--- config.mk ---
export PLATFORM = sky130hd
export DESIGN_NAME = rep5_tx
export DESIGN_NICKNAME = d
export VERILOG_FILES = /design/src/rtl/rep5_tx.sv
export SDC_FILE = /design/constraint.sdc
export NUM_CORES = 1
export LEC_CHECK = 0
export CAP_MARGIN = 20
export CORE_MARGIN = 5
export CORE_UTILIZATION = 28
export CTS_BUF_LIST = sky130_fd_sc_hd__clkbuf_4 sky130_fd_sc_hd__clkbuf_8
export DETAILED_ROUTE_END_ITERATION = 8
export PLACE_DENSITY = 0.51
export SLEW_MARGIN = 40
export SYNTH_ARGS = -nofsm -noshare
export SYNTH_HDL_FRONTEND = slang
export SYNTH_SLANG_ARGS = --single-unit
--- constraint.sdc ---
create_clock -name clk -period 2 [get_ports clk]
set_input_delay 0.5 -clock clk [delete_from_list [all_inputs] [get_ports clk]]
set_output_delay 0.5 -clock clk [all_outputs]
set_load 0.03 [all_outputs]
--- src/rtl/rep5_tx.sv ---
// rep5_tx: 5x repetition-code serial transmitter.
// Accepts a DATA_W-bit word over valid/ready and shifts it out LSB-first,
// holding each bit on tx_out for 5 consecutive cycles.
// Optional feature macro: REP5_TX_PARITY_EN appends one even-parity bit,
// also repeated 5 times, after the data bits.
module rep5_tx #(
  parameter int DATA_W = 8
) (
  input  logic              clk,
  input  logic              reset,
  input  logic              in_valid,
  input  logic [DATA_W-1:0] in_data,
  output logic              in_ready,
  output logic              tx_out,
  output logic              tx_valid,
  output logic              tx_first,
  output logic              tx_last
);

  localparam int BW = (DATA_W > 1) ? $clog2(DATA_W) : 1;
  localparam logic [BW-1:0] LAST_BIT = BW'(DATA_W - 1);

`ifdef REP5_TX_PARITY_EN
  typedef enum logic [1:0] {IDLE, SEND, PAR} state_t;
`else
  typedef enum logic {IDLE, SEND} state_t;
`endif

  // One serial symbol together with its framing flags.
  typedef struct packed {
    logic out;
    logic valid;
    logic first;
    logic last;
  } tx_sym_t;

  state_t            state_q, state_d;
  logic [DATA_W-1:0] shreg_q, shreg_d;
  logic [2:0]        rep_q,   rep_d;
  logic [BW-1:0]     bit_q,   bit_d;
  tx_sym_t           sym_q,   sym_d;
`ifdef REP5_TX_PARITY_EN
  logic              par_q,   par_d;
`endif

  // Next-state: accept in IDLE, count repetitions and bits while sending.
  always_comb begin
    state_d = state_q;
    shreg_d = shreg_q;
    rep_d   = rep_q;
    bit_d   = bit_q;
`ifdef REP5_TX_PARITY_EN
    par_d   = par_q;
`endif
    case (state_q)
      IDLE: begin
        if (in_valid) begin
          state_d = SEND;
          shreg_d = in_data;
          rep_d   = 3'd0;
          bit_d   = '0;
`ifdef REP5_TX_PARITY_EN
          par_d   = ^in_data;
`endif
        end
      end
      SEND: begin
        if (rep_q == 3'd4) begin
          rep_d   = 3'd0;
          shreg_d = shreg_q >> 1;
          if (bit_q == LAST_BIT) begin
            bit_d = '0;
`ifdef REP5_TX_PARITY_EN
            state_d = PAR;
`else
            state_d = IDLE;
`endif
          end else begin
            bit_d = bit_q + BW'(1);
          end
        end else begin
          rep_d = rep_q + 3'd1;
        end
      end
`ifdef REP5_TX_PARITY_EN
      PAR: begin
        if (rep_q == 3'd4) begin
          rep_d   = 3'd0;
          state_d = IDLE;
        end else begin
          rep_d = rep_q + 3'd1;
        end
      end
`endif
      default: state_d = IDLE;
    endcase
  end

  // Output decode from next-state values so tx_* come straight from flops.
  always_comb begin
    sym_d = '0;
    case (state_d)
      SEND: begin
        sym_d.out   = shreg_d[0];
        sym_d.valid = 1'b1;
        sym_d.first = (bit_d == '0) && (rep_d == 3'd0);
`ifndef REP5_TX_PARITY_EN
        sym_d.last  = (bit_d == LAST_BIT) && (rep_d == 3'd4);
`endif
      end
`ifdef REP5_TX_PARITY_EN
      PAR: begin
        sym_d.out   = par_d;
        sym_d.valid = 1'b1;
        sym_d.last  = (rep_d == 3'd4);
      end
`endif
      default: sym_d = '0;
    endcase
  end

  // State and output registers; reset aborts any frame in flight.
  always_ff @(posedge clk) begin
    if (reset) begin
      state_q <= IDLE;
      shreg_q <= '0;
      rep_q   <= 3'd0;
      bit_q   <= '0;
      sym_q   <= '0;
`ifdef REP5_TX_PARITY_EN
      par_q   <= 1'b0;
`endif
    end else begin
      state_q <= state_d;
      shreg_q <= shreg_d;
      rep_q   <= rep_d;
      bit_q   <= bit_d;
      sym_q   <= sym_d;
`ifdef REP5_TX_PARITY_EN
      par_q   <= par_d;
`endif
    end
  end

  assign in_ready = (state_q == IDLE);
  assign tx_out   = sym_q.out;
  assign tx_valid = sym_q.valid;
  assign tx_first = sym_q.first;
  assign tx_last  = sym_q.last;

endmodule

### Word level (Yosys, flattened, before mapping)

Cells that the tools add are included.

| storage, ports and cells | value |
|---|---|
| bits in registers | 19 |
| input port bits | 11 |
| output and inout port bits | 5 |
| logic and storage cells | 40 |

| operators by class | value |
|---|---|
| add/sub/neg operators | 2 |
| eq/ne operators | 6 |
| muxes and demuxes | 15 |
| bitwise logic cells | 2 |
| reductions and logical operators | 6 |

Operators with widths:

| cell | number |
|---|---|
| 3-bit two-way mux | 6 |
| 8-bit two-way mux | 2 |
| 8-bit one-hot mux with 2 select lines | 1 |
| 3-bit == test, second input constant | 4 |
| 3-bit one-hot mux with 2 select lines | 2 |
| 3-bit by 1-bit adder with 3-bit output, second input constant | 2 |
| 3-bit logical NOT | 2 |
| 1-bit two-way mux | 3 |
| 1-bit logical AND | 2 |
| 2-bit by 1-bit != test with 1-bit output, second input constant | 1 |
| 2-bit != test, second input constant | 1 |
| 1-bit inverter | 2 |
| 1-bit one-hot mux with 2 select lines | 1 |
| 2-bit AND reduction | 1 |
| 2-bit OR reduction | 1 |

### Longest topological paths before layout

| depth | value |
|---|---|
| word-level depth | 7 |
| depth in mapped cells | 6 |
| mapped depth without buffers | 6 |

### Worst setup path before layout

Ideal clock, no wire load.

| timing path | value |
|---|---|
| path type | reg2reg |
| from | register state_q |
| to | register sym_q (netlist bit tx_last) |
| library setup time | 87 ps |
| arrival time | 1,432 ps |
| required time | 1,913 ps |
| setup slack | 480 ps |
| cell stages (with the launch flop) | 6 |
| buffers on the path | 1 |
| period minus slack after synthesis | 1,520 ps |
| path through | dfxtp_1 > buf_6 > inv_2 > nor4_2 > nor3b_1 > nor4b_2 |

| on the way | value |
|---|---|
| cells in the longest elaborated chain, start to end | 4 |
| elaborated cells between the ends (all ways) | 9 |
| those cells by class | eq/ne (2); mux (3); bitwise (2); reduce/logical (2) |

Ends and longest elaborated chain:

| item | RTL line | RTL |
|---|---|---|
| from (decl) | 37 | `state_t state_q, state_d;` |
| from (signal assigned) | 134 | `state_q <= state_d;` |
| 1-bit inverter (*) | -- |  |
| via in_ready | 13 | `output logic in_ready,` |
| 3-bit one-hot mux with 2 select lines / 1-bit one-hot mux with 2 select lines (equally long branches) | 55 | `case (state_q)` |
| 3-bit == test / 1-bit inverter (equally long branches) | -- |  |
| 1-bit logical AND / 2-bit OR reduction (equally long branches) | -- |  |
| to (signal assigned) | 138 | `sym_q <= sym_d;` |
| to (decl) | 41 | `tx_sym_t sym_q, sym_d;` |

The timed path passes the listed nets; every way through them passes the cells marked *.
A chain may end at the register's enable or synchronous reset.

### Worst setup path after layout

| timing path | value |
|---|---|
| from | register state_q |
| to | output port in_ready |

| on the way | value |
|---|---|
| cells in the longest elaborated chain, start to end | 1 |

Ends and longest elaborated chain:

| item | RTL line |
|---|---|
| 1-bit inverter | -- |
| to (decl) | 13 |

Every way passes these cells.

==> results.json <==
{
  "outcome": "complete, no violations",
  "fin_crit_sh_pct": 94.2,
  "grt_pass1_wl_um": 3370,
  "final_nets": 132,
  "rr_worst_depth": 6,
  "grt_max_degree": 15,
  "cts_sinks": 18,
  "critPathCaptureType": "output pin",
  "final_common_cell": "dfxtp_1",
  "antenna_cells": 0,
  "syn_to_final_growth_pct": 26.6,
  "setup_viol": 0,
  "worstPathRequired_ns": 1.50,
  "postCtsResizedCells": 0,
  "worstPathArrival_ns": 1.38,
  "dr.pass1.iters": 4,
  "numPortBuffers": 15,
  "min_path_type": "flop to flop",
  "drive_above_1_share_pct": 15.7,
  "drc_errors": 0,
  "routedWlPerCell_um": 13.3,
  "dp_hpwl_um": 1500,
  "period_minus_slack_ns": 1.88,
  "final_cells": 148,
  "yosysSeqAreaShare_pct": 41.6,
  "worst_slew_pin_slew_ns": 0.379,
  "synth_area_um2": 866,
  "ff2ff_setup_slack_ns": 0.33,
  "crit_start": "state_q",
  "vdd_drop_max_mv": 0.188,
  "rr_endpoint": "tx_last",
  "layout_common_cells": "dfxtp_1 (18), clkdlybuf4s50_1 (15), nand2_1 (12)",
  "hold_viol_final": 0,
  "vias_per_cell": 4.99,
  "rows": 20,
  "netlist_instances": 96,
  "gp_congestion": 0.760,
  "power_density_nw_per_um2": 606,
  "wl_um": 1970,
  "path_class": "flop to output pin",
  "antenna_found_initial": 0,
  "start_util_pct": 28.8,
  "num_vias": 739,
  "path_clk_slew_ns": 0.10,
  "clock_latency_ns": 0.28,
  "cts_made_buffers": 3,
  "grt_use_total_pct": 10.4,
  "finalMaxSlewViolations": 0,
  "syn_nets": 111,
  "die_h_um": 65.6,
  "p_leak_nw": 0.418,
  "crit_path_start_kind": "flop",
  "core_um2": 3000,
  "syn_area_per_cell_um2": 9.02,
  "first_iter_violations": 39,
  "cts_max_level": 1,
  "cap_violations": 0,
  "slew_headroom_pct": 74.7,
  "tns_ns": 0,
  "rsz0062_at_grt": "false",
  "cts.path.max_buffers": 2,
  "cts_tree": "yes",
  "crit_end": "in_ready",
  "numPlacedInstances": 145,
  "clock_skew_ns": 0.00227,
  "die_area_um2": 4300,
  "cp_max_fo": 3,
  "root_buffer": "clkbuf_4",
  "ys_types": 29,
  "synth-warning-count": 0,
  "ios": 16,
  "grt_pass1_vias": 711,
  "grt_overflow": 0,
  "cts_setup_buffers": 0,
  "fmax_mhz": 531,
  "ys_seq_elements": 18,
  "cts_hold_buf": 0,
  "die_width_um": 65.6,
  "ant_nets": 0,
  "worst_r2r_startpoint": "rep_q[0]"
}
-- layer usage --
layer	track usage (%)	vias to the layer above	share of wire [%]
met4	6.99	0	1.4
li1	-	379	-
met5	0	-	0
met2	15.2	9	45
met3	2.56	2	2.9
met1	13.4	349	51
-- area by class of cell --
cell class / count / area [µm²]
Fill cell: 326 / 1910
Clock buffer: 3 / 22.5
Tap cell: 33 / 41.3
Inverter: 4 / 15.0
Sequential cell: 18 / 360
Multi-Input combinational cell: 69 / 462
Timing Repair Buffer: 21 / 195
-- kinds of logic after synthesis --
family | Yosys count | synth area share (%)
AOI/OAI and AO/OA | 19 | 16.9
adders and majority gates | 4 | 5.78
buffers and inverters | 9 | 5.06
DFF | 18 | 41.6
and+or+nand+nor | 46 | 30.6
-- stage by stage --
step / hold slack (ns) / power, mW / instance area [µm²] / setup slack [ns] / util, %
final: 0.476 / 0.664 / 1100 / 0.116 / 36.5
after global placement: 0.457 / 0.497 / 1070 / 0.127 / 35.8
after detailed placement: 0.462 / 0.499 / 1070 / 0.0986 / 35.8
after global routing: 0.491 / 0.711 / 1100 / 0.0354 / 36.5
after floorplan: 0.438 / 0.449 / 866 / 0.480 / -
after CTS: 0.476 / 0.674 / 1100 / 0.0998 / 36.5
-- critical path: stages, from the launching register on --
cell and delay, ns:
dfxtp_1 0.35, inv_2 0.08, clkdlybuf4s50_1 0.67
-- power by group --
group / internal (mW) / switching (mW) / total [mW]
clock network: 0.0699 / 0.105 / 0.175
registers: 0.374 / 0.00787 / 0.382
logic: 0.0513 / 0.0570 / 0.108
total: 0.495 / 0.170 / 0.664
-- registers in the layout (all words and copies together) (netlist names) --
register and cells:
shreg_q 8, bit_q 3, rep_q 3, state_q 1, tx_first 1, tx_last 1, tx_out 1
-- cell usage after synthesis --
master / n / area share (%)
dfxtp_1: 18 / 42
nand2_1: 12 / 5.2
nor2_1: 10 / 4.3
a21oi_1: 6 / 3.5
nand3_1: 6 / 3.5
a311oi_1: 5 / 5.1
ha_1: 4 / 5.8
a22oi_1: 3 / 2.6
inv_1: 3 / 1.3
nor3b_1: 3 / 2.6
a31oi_1: 2 / 1.4
and2_1: 2 / 1.4
and4_1: 2 / 2.0
buf_2: 2 / 1.2
clkbuf_1: 2 / 0.87
nand3_2: 2 / 2.3
nor2b_1: 2 / 1.4
a211oi_4: 1 / 2.3
a31oi_2: 1 / 1.4
and3_4: 1 / 1.3
buf_6: 1 / 1.3
inv_2: 1 / 0.43
nand2b_1: 1 / 0.72
nand4bb_1: 1 / 1.3
nor2_2: 1 / 0.72
nor3_1: 1 / 0.58
nor4_2: 1 / 1.4
nor4b_2: 1 / 1.7
o21ai_0: 1 / 0.58
-- worst min path at each step --
stage | from | to | slack (ns) | cells past startpoint
2_1_floorplan | shreg_q[0] | shreg_q[0] | 0.44 | 2
3_3_place_gp | shreg_q[0] | shreg_q[0] | 0.46 | 2
3_5_place_dp | shreg_q[7] | shreg_q[7] | 0.46 | 2
4_1_cts | shreg_q[7] | shreg_q[7] | 0.48 | 2
5_1_grt | shreg_q[0] | shreg_q[0] | 0.49 | 2
6_report | shreg_q[7] | shreg_q[7] | 0.48 | 2
Note: power is estimated with default switching activity, not from simulation.
